===== src/rtl/field_adder_arb_pkg.sv =====
// ============================================================================
//  Module      : field_adder_arb_pkg
//  Description : Shared types, limits and helpers for the field adder arbiter.
//  Revision    : 1.0 - initial release
// ============================================================================
`default_nettype none

`ifndef F_NBITS
`define F_NBITS 16
`endif
`ifndef F_ADD_CYCLES
`define F_ADD_CYCLES 3
`endif
`ifndef F_PRIME
`define F_PRIME 65521
`endif

package field_adder_arb_pkg;

    localparam int ARB_MAX_REQ = 16;

    typedef enum logic [1:0] {
        IDLE  = 2'd0,
        ISSUE = 2'd1,
        WAIT  = 2'd2
    } arb_state_e;

    // Index width for sel/ptr; never below one bit so n_req=1 still has a port.
    function automatic int clog2(input int v);
        int r;
        r = 0;
        for (int i = 0; i < 32; i++) begin
            if ((1 << r) < v) r = r + 1;
        end
        return (r < 1) ? 1 : r;
    endfunction

endpackage

`default_nettype wire


===== src/rtl/field_adder.sv =====
// ============================================================================
//  Module      : field_adder
//  Description : Modular adder (a+b) mod p; ready_pulse n_cyc+1 cycles after en.
//  Revision    : 1.0 - initial release
// ============================================================================
`default_nettype none

module field_adder #(
    parameter int n_cyc = `F_ADD_CYCLES
) (
    input  logic                clk,
    input  logic                rstb,
    input  logic                en,
    input  logic [`F_NBITS-1:0] a,
    input  logic [`F_NBITS-1:0] b,
    output logic [`F_NBITS-1:0] c,
    output logic                ready_pulse
);

    localparam int NB = `F_NBITS;
    localparam logic [NB:0] c_p = (NB+1)'(`F_PRIME);

    logic [NB:0]    w_sum;
    logic [NB-1:0]  c_q, c_d;
    logic [n_cyc:0] vld_q, vld_d;

    // Operands are assumed already reduced below p, so one conditional subtract suffices.
    always_comb begin
        w_sum = {1'b0, a} + {1'b0, b};
        c_d   = c_q;
        if (en) begin
            c_d = (w_sum >= c_p) ? NB'(w_sum - c_p) : NB'(w_sum);
        end
        vld_d = (n_cyc+1)'({vld_q, en});
    end

    always_ff @(posedge clk or negedge rstb) begin
        if (!rstb) begin
            c_q   <= '0;
            vld_q <= '0;
        end else begin
            c_q   <= c_d;
            vld_q <= vld_d;
        end
    end

    assign c           = c_q;
    assign ready_pulse = vld_q[n_cyc];

endmodule

`default_nettype wire


===== src/rtl/field_adder_arbiter_rr_pick.sv =====
// ============================================================================
//  Module      : rr_pick
//  Description : Combinational round-robin winner: first set req at/after ptr.
//  Revision    : 1.0 - initial release
// ============================================================================
`default_nettype none

module rr_pick
    import field_adder_arb_pkg::*;
#(
    parameter int n_req = 4,
    parameter int SEL_W = clog2(n_req)
) (
    input  logic [n_req-1:0] req,
    input  logic [SEL_W-1:0] ptr,
    output logic [SEL_W-1:0] win,
    output logic             vld
);

    localparam logic [SEL_W:0] c_nreq = (SEL_W+1)'(n_req);

    logic [n_req-1:0] w_rot;
    logic [SEL_W-1:0] w_off;
    logic [SEL_W:0]   w_sum;

    // Rotate so that bit 0 is the requester at ptr, then take the lowest set bit.
    always_comb begin
        w_rot = n_req'({req, req} >> ptr);
        w_off = '0;
        for (int k = n_req - 1; k >= 0; k--) begin
            if (w_rot[k]) w_off = SEL_W'(k);
        end
        w_sum = {1'b0, ptr} + {1'b0, w_off};
        if (w_sum >= c_nreq) w_sum = w_sum - c_nreq;
        win = w_sum[SEL_W-1:0];
        vld = |req;
    end

endmodule

`default_nettype wire


===== src/rtl/field_adder_arbiter.sv =====
// ============================================================================
//  Module      : field_adder_arbiter
//  Description : Round-robin sharing of one field_adder among n_req requesters.
//  Revision    : 1.0 - initial release
// ============================================================================
`default_nettype none

module field_adder_arbiter
    import field_adder_arb_pkg::*;
#(
    parameter int n_req = 4,
    parameter int n_cyc = `F_ADD_CYCLES
) (
    input  logic                      clk,
    input  logic                      rst,
    input  logic [n_req-1:0]          req,
    input  logic [n_req*`F_NBITS-1:0] a,
    input  logic [n_req*`F_NBITS-1:0] b,
    output logic [n_req-1:0]          gnt,
    output logic [n_req-1:0]          done,
    output logic [`F_NBITS-1:0]       c,
    output logic                      busy
);

    localparam int NB    = `F_NBITS;
    localparam int SEL_W = clog2(n_req);

    arb_state_e       state_q, state_d;
    logic [SEL_W-1:0] sel_q, sel_d;
    logic [SEL_W-1:0] ptr_q, ptr_d;
    logic [NB-1:0]    opa_q, opa_d;
    logic [NB-1:0]    opb_q, opb_d;
    logic [NB-1:0]    c_q, c_d;
    logic [n_req-1:0] gnt_q, gnt_d;
    logic [n_req-1:0] done_q, done_d;

    logic [SEL_W-1:0] w_win;
    logic             w_vld;
    logic             w_en;
    logic [NB-1:0]    w_add_c;
    logic             w_add_rdy;

    rr_pick #(
        .n_req (n_req),
        .SEL_W (SEL_W)
    ) u_rr_pick (
        .req (req),
        .ptr (ptr_q),
        .win (w_win),
        .vld (w_vld)
    );

    assign w_en = (state_q == ISSUE);

    field_adder #(
        .n_cyc (n_cyc)
    ) u_field_adder (
        .clk         (clk),
        .rstb        (~rst),
        .en          (w_en),
        .a           (opa_q),
        .b           (opb_q),
        .c           (w_add_c),
        .ready_pulse (w_add_rdy)
    );

    always_comb begin
        state_d = state_q;
        sel_d   = sel_q;
        ptr_d   = ptr_q;
        opa_d   = opa_q;
        opb_d   = opb_q;
        c_d     = c_q;
        gnt_d   = '0;
        done_d  = '0;
        case (state_q)
            IDLE: begin
                if (w_vld) begin
                    sel_d        = w_win;
                    opa_d        = a[int'(w_win)*NB +: NB];
                    opb_d        = b[int'(w_win)*NB +: NB];
                    gnt_d[w_win] = 1'b1;
                    state_d      = ISSUE;
                end
            end
            ISSUE: state_d = WAIT;
            WAIT: begin
                if (w_add_rdy) begin
                    c_d          = w_add_c;
                    done_d[sel_q] = 1'b1;
                    ptr_d        = (sel_q == SEL_W'(n_req - 1)) ? '0 : sel_q + 1'b1;
                    state_d      = IDLE;
                end
            end
            default: state_d = IDLE;
        endcase
    end

    always_ff @(posedge clk or posedge rst) begin
        if (rst) begin
            state_q <= IDLE;
            sel_q   <= '0;
            ptr_q   <= '0;
            opa_q   <= '0;
            opb_q   <= '0;
            c_q     <= '0;
            gnt_q   <= '0;
            done_q  <= '0;
        end else begin
            state_q <= state_d;
            sel_q   <= sel_d;
            ptr_q   <= ptr_d;
            opa_q   <= opa_d;
            opb_q   <= opb_d;
            c_q     <= c_d;
            gnt_q   <= gnt_d;
            done_q  <= done_d;
        end
    end

    assign gnt  = gnt_q;
    assign done = done_q;
    assign c    = c_q;
    assign busy = (state_q != IDLE);

`ifndef SYNTHESIS
    a_gnt_onehot:  assert property (@(posedge clk) disable iff (rst) $onehot0(gnt_q));
    a_done_onehot: assert property (@(posedge clk) disable iff (rst) $onehot0(done_q));
    a_en_issue:    assert property (@(posedge clk) disable iff (rst) w_en |-> (state_q == ISSUE));
    a_rdy_wait:    assert property (@(posedge clk) disable iff (rst) w_add_rdy |-> (state_q == WAIT));
`endif

endmodule

`default_nettype wire

===== config.mk =====
export PLATFORM = sky130hd
export DESIGN_NAME = field_adder_arbiter
export DESIGN_NICKNAME = d
export VERILOG_FILES = /design/src/rtl/field_adder_arb_pkg.sv /design/src/rtl/field_adder.sv /design/src/rtl/field_adder_arbiter_rr_pick.sv /design/src/rtl/field_adder_arbiter.sv
export SDC_FILE = /design/constraint.sdc
export NUM_CORES = 1
export LEC_CHECK = 0
export BUFFER_PORTS_ARGS = -buffer_cell sky130_fd_sc_hd__buf_4
export CAP_MARGIN = 20
export CORE_ASPECT_RATIO = 2
export CORE_MARGIN = 10
export CORE_UTILIZATION = 47
export CTS_BUF_LIST = sky130_fd_sc_hd__clkbuf_16
export DETAILED_ROUTE_END_ITERATION = 6
export GPL_ROUTABILITY_DRIVEN = 0
export PLACE_DENSITY = 0.85
export RECOVER_POWER = 25
export SKIP_LAST_GASP = 1
export SYNTH_ARGS = -nofsm -noshare
export SYNTH_HDL_FRONTEND = slang
export SYNTH_SLANG_ARGS = --single-unit

===== constraint.sdc =====
create_clock -name clk -period 4.65 [get_ports clk]
set_input_delay 0.93 -clock clk [delete_from_list [all_inputs] [get_ports clk]]
set_output_delay 0.93 -clock clk [all_outputs]
set_load 0.02 [all_outputs]

==> out/results.tsv <==
metric	value	unit
clock_latency	0.34	ns
vias_per_cell	5.61	
start_util	48.0	%
critPathSlowestCell	a211oi_1	
yosysSeqAreaShare	39.1	%
core-area	0.0109	sq mm
postCtsSetupBuffers	0	
required	4.84	ns
die_w	94.7	um
synth_cell_type_count	60	
syn-num-nets	616	
synthCells	458	
seqPwrFrac	19.9	%
path_cells	ha_1, fa_1, a211oi_2, o31ai_4, o211a_1, nor3_1, nor4b_4, nand4_2, a211oi_1, xnor2_1, o21ai_1	
synth_edf_count	0	
rows	54	
cts_sinks	82	
violations	max-capacitance violations, max-slew violations	
wl_per_cell	17.6	um
clk_pin_slew	0.06	ns
yosys_most_used_dff	dfrtp_1	
syn_area	0.00525	sq mm
fin_crit	3.77	ns
avgSynthCellArea	11.5	sq um
status	finished, violations left	
end_kind	flip-flop	
postLayoutCoreUtil	63.0	%
ys_ff_latch	82	
finClkSkew	0.00663	ns
power_switching	0.00278	W
grt_remaining_overflow	0	
syn2layout_area_growth	31.3	%
critPathBufInv	0	
fmax	265	MHz
drv_cap	1	
tightestPinTransition	1.95	ns
numCtsBuffers	9	
grt_pass1_wl	22200	um
grt_max_degree	46	
cts.root.buffer_cell	clkbuf_16	
hold_path_depth	0	
power.internal	0.00362	W
power.density	928	mW/mm^2
dp_hpwl	11000	um
critPathMaxStageDelay	0.48	ns
crit_type	reg -> reg	
relSlewSlack	-30.6	%
ant_nets	0	
drt_first_pass_iters	4	
dieArea	0.0161	sq mm
tns	0	ns
leakagePower	3.13	nW
finalNetCount	766	
grt_pass1_vias	4610	
io_buffers	158	
die_y	169	um
finalCritPeriodShare	81.0	%
crit_family	compound AO/OA/AOI/OAI gates	
drc	0	
ir_drop	0.390	mV
comb_power_share	67.9	%
min_path_type	reg -> reg	
top_level_ports	159	
fillers	852	
h-tree-depth	3	
drive_above_1_share	45.8	%
wirelength	13300	um
rsz0062_at_grt	false	
track_usage	17.1	%
vias	4222	
final_cells	753	
swShare	43.4	%
setup_violations	0	
cp-start-kind	flip-flop	
yosysWarnings	0	
worstSetupPathDepth	11	
antenna_found_initial	0	
drt_iter0_markers	176	
ctsResizeCount	0	
num_antenna_cells	0	
cts_tree	built	
drv_slew	46	
hold_buffers	0	
path_max_fanout	13	
async_flop_share	100	%
cp.arrival	3.95	ns
dp_cells	737	
r2r_cells	11	
clockPowerShare	12.2	%
finalHoldViolations	0	
ctsLongestPathBuffers	2	
## layout by cell type, fill, tap and decap left out, types with 3 or more instances in the layout
cell type / n
inv_6: 4
nand3_1: 14
nor4_1: 3
nor3_1: 5
ha_1: 22
a211oi_2: 4
a21o_1: 3
mux2_2: 51
or3_1: 7
nor2_1: 20
xnor2_1: 14
o211ai_1: 3
or2_2: 3
o21ai_1: 9
inv_1: 14
a21oi_1: 20
xor2_1: 5
and3_1: 6
nand2_1: 38
clkbuf_16: 9
mux4_2: 32
dfrtp_1: 82
nand2b_1: 6
buf_4: 161
o21ai_0: 17
nand4_1: 6
## cell families (layout without fill, tap and decap cells)
group,count (synthesis),after routing,share of synthesized area (%)
compound gates,82,82,10.7
xor+xnor,21,21,3.65
fa+ha+maj,24,24,5.86
buf+inv,39,194,2.98
flops,82,82,39.1
mux,84,84,24.9
simple gates,126,126,12.9
## cell usage after synthesis, drive strengths merged, types with 2 or more instances
cell type	instances	share of area, %
o311ai	2	0.33
nor2b	2	0.24
nor4	3	0.36
o21bai	2	0.29
or3	7	0.83
ha	23	5.5
nand4	7	0.95
nand2b	6	0.72
nor4b	4	1.2
nand3b	2	0.29
o21ai	26	2.5
and3	6	0.72
nor2	21	1.5
xor2	6	1.1
nor3	5	0.48
o31ai	3	0.69
a21o	3	0.43
buf	6	0.62
clkbuf	18	1.3
or3b	2	0.33
o211a	2	0.38
nand3	14	1.3
a21oi	20	1.9
or2	3	0.36
a211oi	6	1.2
mux4	32	14
nand2	38	2.7
xnor2	15	2.5
inv	15	1.1
o41ai	2	0.33
o211ai	3	0.43
a221oi	2	0.33
mux2	51	11
dfrtp	82	39
a31oi	2	0.24
and2	2	0.24
## registers in the layout (all words and copies together), names as in the netlist
name                 count
c                       16
done                     4
gnt                      4
opa_q                   16
opb_q                   16
ptr_q                    2
sel_q                    2
state_q                  2
u_field_adder.c         16
u_field_adder.vld_q      4
## per-layer routing
| metal | wire length [um] | up-vias | global-route usage, % | part of all wire [%] |
|---|---|---|---|---|
| met5 | 0 | - | 0 | 0 |
| met4 | 337 | 0 | 6.81 | 2.5 |
| met3 | 827 | 21 | 5.32 | 6.2 |
| met2 | 7620 | 136 | 31.3 | 57 |
| met1 | 4470 | 2047 | 17.3 | 34 |
| li1 | - | 2018 | - | - |
## power groups by stage
stage,logic [W],registers [W],clock network [W]
5_1_grt,0.00478,0.00132,0.000830
2_1_floorplan,0.00337,0.00132,0
3_5_place_dp,0.00433,0.00129,0
4_1_cts,0.00435,0.00128,0.000795
6_report,0.00434,0.00128,0.000779
3_3_place_gp,0.00415,0.00127,0
## cell type report
| type | count | area [sq um] | area share, % |
|---|---|---|---|
| Multi-Input combinational cell | 337 | 3060 | 44.4 |
| Sequential cell | 82 | 2050 | 29.8 |
| Timing Repair Buffer | 163 | 1220 | 17.7 |
| Clock buffer | 9 | 225 | 3.27 |
| Tap cell | 140 | 175 | 2.54 |
| Clock inverter | 7 | 106 | 1.54 |
| Inverter | 15 | 57.6 | 0.835 |
## through the flow
stage	instance area [sq um]	power, W	hold WS [ns]	setup slack [ns]
final	6900	0.00640	0.349	0.882
after detailed placement	6570	0.00562	0.335	0.888
after floorplan	5250	0.00468	0.331	0.932
after global routing	6900	0.00694	0.357	0.602
after global placement	6570	0.00542	0.337	1.02
after CTS	6900	0.00643	0.349	0.921
## path summary, 6_finish.rpt
path	slack, ns	start	to
max reg2reg	0.88	opa_q[0]	u_field_adder.c[14]
min in group asynchronous	1.08	rst	done[2]
max in group asynchronous	2.35	rst	c[10]
max	0.88	opa_q[0]	u_field_adder.c[14]
min	0.35	u_field_adder.vld_q[1]	u_field_adder.vld_q[2]
min reg2reg	0.35	u_field_adder.vld_q[1]	u_field_adder.vld_q[2]
Power figures use the tool's default switching activity.
